<file path="config.mk">
export PLATFORM = sky130hd
export DESIGN_NAME = rs_button_driver
export DESIGN_NICKNAME = d
export VERILOG_FILES = /design/src/rtl/rs_button_driver.sv
export SDC_FILE = /design/constraint.sdc
export NUM_CORES = 1
export LEC_CHECK = 0
export ABC_AREA = 1
export CAP_MARGIN = 20
export CORE_MARGIN = 10
export CORE_UTILIZATION = 50
export DETAILED_ROUTE_END_ITERATION = 12
export MAX_ROUTING_LAYER = met4
export PLACE_DENSITY_LB_ADDON = 0.05
export SLEW_MARGIN = 30
export SYNTH_ARGS = -nofsm -noshare
export SYNTH_HDL_FRONTEND = slang
export SYNTH_SLANG_ARGS = --single-unit
</file>
<file path="constraint.sdc">
create_clock -name clk -period 1.6 [get_ports clk]
set_input_delay 0.32 -clock clk [delete_from_list [all_inputs] [get_ports clk]]
set_output_delay 0.32 -clock clk [all_outputs]
set_load 0.02 [all_outputs]
</file>
<file path="src/rtl/rs_button_driver.sv">
// Debounced push-button front end for the RS latch stage.
// Turns clean presses into fixed-width, mutually exclusive S/R pulses.
module rs_button_driver #(
  parameter int DB_CYCLES = 16,
  parameter int PULSE_W   = 4
) (
  input  logic clk,
  input  logic rst_n,
  input  logic btn_s,
  input  logic btn_r,
  output logic S,
  output logic R,
  output logic busy,
  output logic conflict
);

  localparam int DW  = $clog2(DB_CYCLES);
  localparam int PWW = $clog2(PULSE_W + 1);

  localparam logic [DW-1:0]  DB_MAX = DW'(DB_CYCLES - 1);
  localparam logic [PWW-1:0] PW_MAX = PWW'(PULSE_W - 1);

  typedef enum logic [1:0] {
    IDLE,
    PULSE_S,
    PULSE_R,
    GAP
  } state_e;

  // channel 0 is set, channel 1 is reset
  logic [1:0] btn;
  logic [1:0] sync1_q;
  logic [1:0] sync2_q;
  logic [1:0] db_q;
  logic [1:0] db_d;
  logic [1:0] press;
  logic [1:0] pend_q;
  logic [1:0] pend_d;
  logic [1:0] take;

  logic [DW-1:0] cnt_q [2];
  logic [DW-1:0] cnt_d [2];

  state_e         state_q;
  state_e         state_d;
  logic [PWW-1:0] pcnt_q;
  logic [PWW-1:0] pcnt_d;
  logic           conflict_d;

  logic s_q;
  logic r_q;
  logic busy_q;
  logic conflict_q;

  assign btn = {btn_r, btn_s};

  always_ff @(posedge clk or negedge rst_n) begin
    if (!rst_n) begin
      sync1_q <= '0;
      sync2_q <= '0;
    end else begin
      sync1_q <= btn;
      sync2_q <= sync1_q;
    end
  end

  // Only a debounced rising edge counts as a press.
  always_comb begin
    for (int i = 0; i < 2; i++) begin
      db_d[i]  = db_q[i];
      cnt_d[i] = '0;
      press[i] = 1'b0;
      if (sync2_q[i] != db_q[i]) begin
        if (cnt_q[i] == DB_MAX) begin
          db_d[i]  = ~db_q[i];
          press[i] = ~db_q[i];
        end else begin
          cnt_d[i] = cnt_q[i] + 1'b1;
        end
      end
    end
  end

  always_ff @(posedge clk or negedge rst_n) begin
    if (!rst_n) begin
      db_q <= '0;
      for (int i = 0; i < 2; i++) begin
        cnt_q[i] <= '0;
      end
    end else begin
      db_q <= db_d;
      for (int i = 0; i < 2; i++) begin
        cnt_q[i] <= cnt_d[i];
      end
    end
  end

  // A new press on the edge it is consumed re-arms the flag.
  assign pend_d = (pend_q & ~take) | press;

  always_ff @(posedge clk or negedge rst_n) begin
    if (!rst_n) begin
      pend_q <= '0;
    end else begin
      pend_q <= pend_d;
    end
  end

  always_comb begin
    state_d    = state_q;
    pcnt_d     = pcnt_q;
    take       = '0;
    conflict_d = 1'b0;
    unique case (state_q)
      IDLE: begin
        pcnt_d = '0;
        if (&pend_q) begin
          take       = 2'b11;
          conflict_d = 1'b1;
        end else if (pend_q[0]) begin
          take    = 2'b01;
          state_d = PULSE_S;
        end else if (pend_q[1]) begin
          take    = 2'b10;
          state_d = PULSE_R;
        end
      end
      PULSE_S, PULSE_R: begin
        if (pcnt_q == PW_MAX) begin
          pcnt_d  = '0;
          state_d = GAP;
        end else begin
          pcnt_d = pcnt_q + 1'b1;
        end
      end
      GAP: begin
        state_d = IDLE;
      end
      default: begin
        state_d = IDLE;
      end
    endcase
  end

  always_ff @(posedge clk or negedge rst_n) begin
    if (!rst_n) begin
      state_q    <= IDLE;
      pcnt_q     <= '0;
      s_q        <= 1'b0;
      r_q        <= 1'b0;
      busy_q     <= 1'b0;
      conflict_q <= 1'b0;
    end else begin
      state_q    <= state_d;
      pcnt_q     <= pcnt_d;
      s_q        <= (state_d == PULSE_S);
      r_q        <= (state_d == PULSE_R);
      busy_q     <= (state_d != IDLE);
      conflict_q <= conflict_d;
    end
  end

  assign S        = s_q;
  assign R        = r_q;
  assign busy     = busy_q;
  assign conflict = conflict_q;

endmodule
</file>
After elaboration in Yosys (flattened, before gate mapping)
Cells that the tools add are included.
W data, S select, Z words.

storage, ports and cells
  register bits = 25
  latch bits = 0
  RAM bits = 0
  ROM bits = 0
  input bits = 4
  output and inout bits = 4
  logic and storage cells = 59
  memories = 0

cells by class
  add/subtract/negate cells = 3
  multiply operators = 0
  div/mod/pow operators = 0
  order comparisons = 0
  equal/unequal tests = 10
  shifts and indexed selects = 0
  muxes and demuxes = 21
  bitwise operators = 5
  reduce and logical (&&, ||, !) cells = 7

operators with widths
  cell                   number
  $mux W2                8
  $mux W4                4
  $add A4 B1 Y4 const B  2
  $eq A4 B4 Y1 const B   2
  $eq A2 B2 Y1 const B   3
  $mux W1                6
  $pmux W2 S3            1
  $pmux W3 S2            1
  $reduce_and A2 Y1      3
  $eq A2 B1 Y1 const B   2
  $reduce_bool A2 Y1     2
  $add A3 B1 Y3 const B  1
  $eq A3 B2 Y1 const B   1
  $mux W3                1
  $and A2 B2 Y2          1
  $logic_not A2 Y1       1
  $ne A1 B1 Y1           2
  $not A1 Y1             2
  $not A2 Y2             1
  $or A2 B2 Y2           1
  $reduce_or A2 Y1       1

Longest topological paths before layout
  word-level depth = 7
  mapped depth = 7
  depth with buffers taken out = 7

Least setup slack after synthesis
OpenSTA, ideal clock, no wires.

  path kind = register -> register
  start point = register state_q[1]
  end point = register busy_q (netlist: busy)
  library setup time = 122 ps
  arrival = 1,135 ps
  required time = 1,478 ps
  path slack = 344 ps
  cell stages (with the launch flop) = 7
  path buffers = 0
  clock period less this slack = 1,256 ps
  path through = dfrtp_1 -> clkinv_1 -> ha_1 -> nand2_1 -> a21oi_1 -> nor2_2 -> nand2_1

between the ends
  word-level cells in the longest chain between the ends = 5
  elaborated cells between the ends (all ways) = 11
  classes of those cells = eq/ne: 3; mux: 5; reduce/logical: 3

RTL lines
  element                   RTL line  RTL
  start: declaration        44        state_e state_q;
  start signal: assignment  154       state_q <= state_d;
  $mux W2                   123       end else if (pend_q[1]) begin
  $mux W2                   120       end else if (pend_q[0]) begin
  $mux W2                   117       if (&pend_q) begin
  $pmux W2 S3 (*)           114       unique case (state_q)
  $reduce_bool A2 Y1 (*)    158       busy_q <= (state_d != IDLE);
  end signal: assignment    158
  end: declaration          52        logic busy_q;

Every way passes the cells marked *; elsewhere a longest branch is shown, timed or not.
A chain may end at the register's enable or synchronous reset.

Worst setup path after layout
Same ends and word-level chain as after synthesis.

==> PnR_summary.wiki <==
{| class="wikitable"
! Metric !! Value
|-
| Max capacitance violation total || 0
|-
| Critical path startpoint || state_q[1]$_DFF_PN0_
|-
| Slew at the pin closest to its max-slew limit || 0.296 ns
|-
| Area share of the largest cell type after synthesis || 0.581
|-
| Post-synthesis net count || roughly 120
|-
| Critical register-to-register path startpoint || state_q[1]$_DFF_PN0_
|-
| Global router's overall resource usage || 0.0738
|-
| Quantity of gates resized following cts || 0
|-
| Run status || finished, final reports clean
|-
| Post-synthesis cell type with the largest combined area || dfrtp_1
|-
| Total negative slack for setup checks || 0 ns
|-
| PnR Total Power || approximately 0.98 mW
|-
| Skew-Pair Late Insertion Delay || 0.30 ns
|-
| Mapped Cells || between 100 and 150
|-
| Via-to-Cell Ratio || 4.94
|-
| Combined area of all synthesized cells || 1080 um2
|-
| Routed Wire Length || between 1.5 and 2 mm
|-
| Clock-pin slew reported for the worst setup and hold paths after clock tree synthesis || 0.12 ns
|-
| CP endpoint kind || flip-flop
|-
| Initial DRT Pass Iterations || 4
|-
| Worst reg2reg setup slack || around 0.21 ns
|-
| Place WS || between 0.2 and 0.3 ns
|-
| Fraction of layout instances using a drive strength above 1 || 0.125
|-
| Standard-cell row count || 16
|-
| Effective utilization at floorplan || 0.538
|-
| Maximum fanout along the worst path || 5
|-
| Count of buffers inserted at the top-level ports || 7
|-
| Number of I/O pins || 8
|-
| Area contributors post-synth || dfrtp_1 (58%), ha_1 (7.0%), nand2_1 (5.6%)
|-
| Initial antenna violation count || 0
|-
| Leakage power of the design || ~0.7 nW
|-
| Number of enable-type register cells in the synthesized netlist || 0
|-
| Peak VDD IR || 664 uV
|-
| Share of the clock period used by the worst path after layout || 0.868
|-
| Global-route wire length before repair || 2.43 mm
|-
| Setup WS post-layout || ~0.21 ns
|-
| Number of global-route vias before repair || between 600 and 700
|-
| Destination of the worst register-to-register timing path || busy$_DFF_PN0_
|-
| Unrepaired setup endpoints after global routing || no
|-
| H-Tree Level Count || 1
|-
| Power Density || 798 nW/um2
|-
| Residual DRC count || 0
|-
| Hold_buf cts || 0
|-
| Cell types with the highest counts after synthesis || dfrtp_1 (25), nand2_1 (16), inv_1 (10), nor2_1 (10), nand3_1 (9)
|-
| Slew headroom || 0.801
|-
| Library cell with the highest instance count after synthesis || dfrtp_1
|-
| Post-CTS repair timing setup buffer count || 0
|-
| Share of synthesized area occupied by flip-flops and latches || 0.581
|-
| Crit path launch type || flip-flop
|-
| Primary FF master, synth || dfrtp_1
|-
| Worst setup path end || busy$_DFF_PN0_
|-
| Fraction of registers with async set/reset || 1.00
|-
| Clk sinks || 25
|-
| Number of fill cells in the layout || ~170
|-
| Setup-failing EPs final || 0
|-
| Routability cong. || 0.933
|-
| Finished Layout Cells || between 100 and 150
|-
| Count of routing violations after the opening detailed-route iteration || 22
|-
| Half-perimeter wire length of the detailed placement result || approximately 1.2 mm
|-
| WL/cell || roughly 11 um
|-
| Maximum clock skew at final layout || 0.00349 ns
|-
| Min-Delay Path Class || in -> async
|-
| Area added between synthesis and finish || 13.7%
|-
| Avg Inst Size Synth || about 10 um2
|-
| Clock Root Buffer || clkbuf_4
|-
| Final-report hold violation count || 0
|-
| Clock period minus final worst setup slack || around 1.4 ns
|-
| Critical path class || reg -> reg
|-
| Vert. Die Dim || between 60 and 70 um
|-
| Placeable core region || roughly 2000 um2
|-
| Final nets || about 130
|-
| Worst Path Arrival || 1.59 ns
|-
| Clk buf depth || 2
|-
| Count of pins over their slew limit || 0
|-
| Final ANT Viol Nets || 0
|-
| Die width || 66.4 um
|-
| Maximum number of pins on one net before global-route repair || 26
|-
| Worst hold slack || roughly 0.36 ns
|-
| Required time of the critical path || ~1.8 ns
|-
| Maximum operating frequency || 720 MHz
|-
| Floorplan die area || 4410 um2
|-
| Worst R2R Path Depth || 6
|-
| Clock tree from TritonCTS || built
|-
| Number of vias after detailed routing || 726
|-
| Aggregate global routing overflow || 0
|-
| Total number of yosys warnings || 0
|-
| Unique cell type count in the Yosys netlist || 17
|-
| Diodes inserted || 0
|-
| DP Cell Count || roughly 140
|-
| Seq cells post-synth || 25
|-
| Num CTS Buffers || 3
|}
-- where the power goes --
| group | switching, mW | internal, mW |
|---|---|---|
| clock network | 0.168 | 0.0971 |
| registers | 0.0115 | 0.649 |
| logic | 0.0272 | 0.0228 |
-- placed cells by master, fill, tap and decap left out --
cell             count
a21oi_1              5
xor2_1               2
ha_1                 6
nand2_1             16
o21ai_1              4
dlymetal6s2s_1       4
dfrtp_1             25
clkdlybuf4s50_1      3
clkbuf_1             1
nor3_1               1
clkinv_1             1
inv_1               10
nand2b_1             2
nor2_2               4
clkbuf_4             3
nor2_1              10
nand2_2              4
inv_2                3
o31ai_1              2
xnor2_1              4
buf_4                1
nand3_1              9
-- cells by family after synthesis --
family | Yosys count | synth area share
simple gates | 46 | 0.195
compound gates | 11 | 0.0558
xor+xnor | 6 | 0.0488
flops | 25 | 0.581
fa+ha+maj | 6 | 0.0698
buf+inv | 14 | 0.0488
-- worst min path at each step --
stage | from | endpoint
2_1_floorplan | rst_n | R$_DFF_PN0_
3_3_place_gp | sync1_q[1]$_DFF_PN0_ | sync2_q[1]$_DFF_PN0_
3_5_place_dp | sync1_q[0]$_DFF_PN0_ | sync2_q[0]$_DFF_PN0_
4_1_cts | rst_n | cnt_q[1]$_DFF_PN0_
5_1_grt | rst_n | R$_DFF_PN0_
6_report | rst_n | pend_q[1]$_DFF_PN0_
-- worst max-delay path, stage by stage (launching register included) --
cell,delay [ns]
dfrtp_1,0.40
clkinv_1,0.16
ha_1,0.37
nand2_1,0.11
a21oi_1,0.05
nor2_2,0.14
nand2_1,0.06
-- state kept, by name (all words and copies together), names as in the netlist --
| register | flops |
|---|---|
| busy | 1 |
| S | 1 |
| conflict | 1 |
| state_q | 2 |
| cnt_q | 8 |
| sync1_q | 2 |
| db_q | 2 |
| sync2_q | 2 |
| pend_q | 2 |
| R | 1 |
| pcnt_q | 3 |
-- area by class of cell --
type	instances	area [um2]	area share
tap	27	33.8	0.0276
inverter	14	52.6	0.0429
clock buffer	4	26.3	0.0215
multi-input combinational	69	398	0.325
timing repair buffer	8	87.6	0.0716
sequential	25	626	0.511
-- through the flow --
| step | util | area (um2) |
|---|---|---|
| after floorplan | - | 1080 |
| after global placement | 0.593 | 1190 |
| after detailed placement | 0.593 | 1190 |
| after CTS | 0.606 | 1210 |
| after global routing | 0.611 | 1220 |
| final | 0.611 | 1220 |
-- layer usage --
metal  share of wire  track usage
met1            0.47       0.0773
met3           0.042       0.0305
met4           0.019       0.0445
met2            0.47        0.114
met5               0            -
Power figures use the tool's default switching activity.
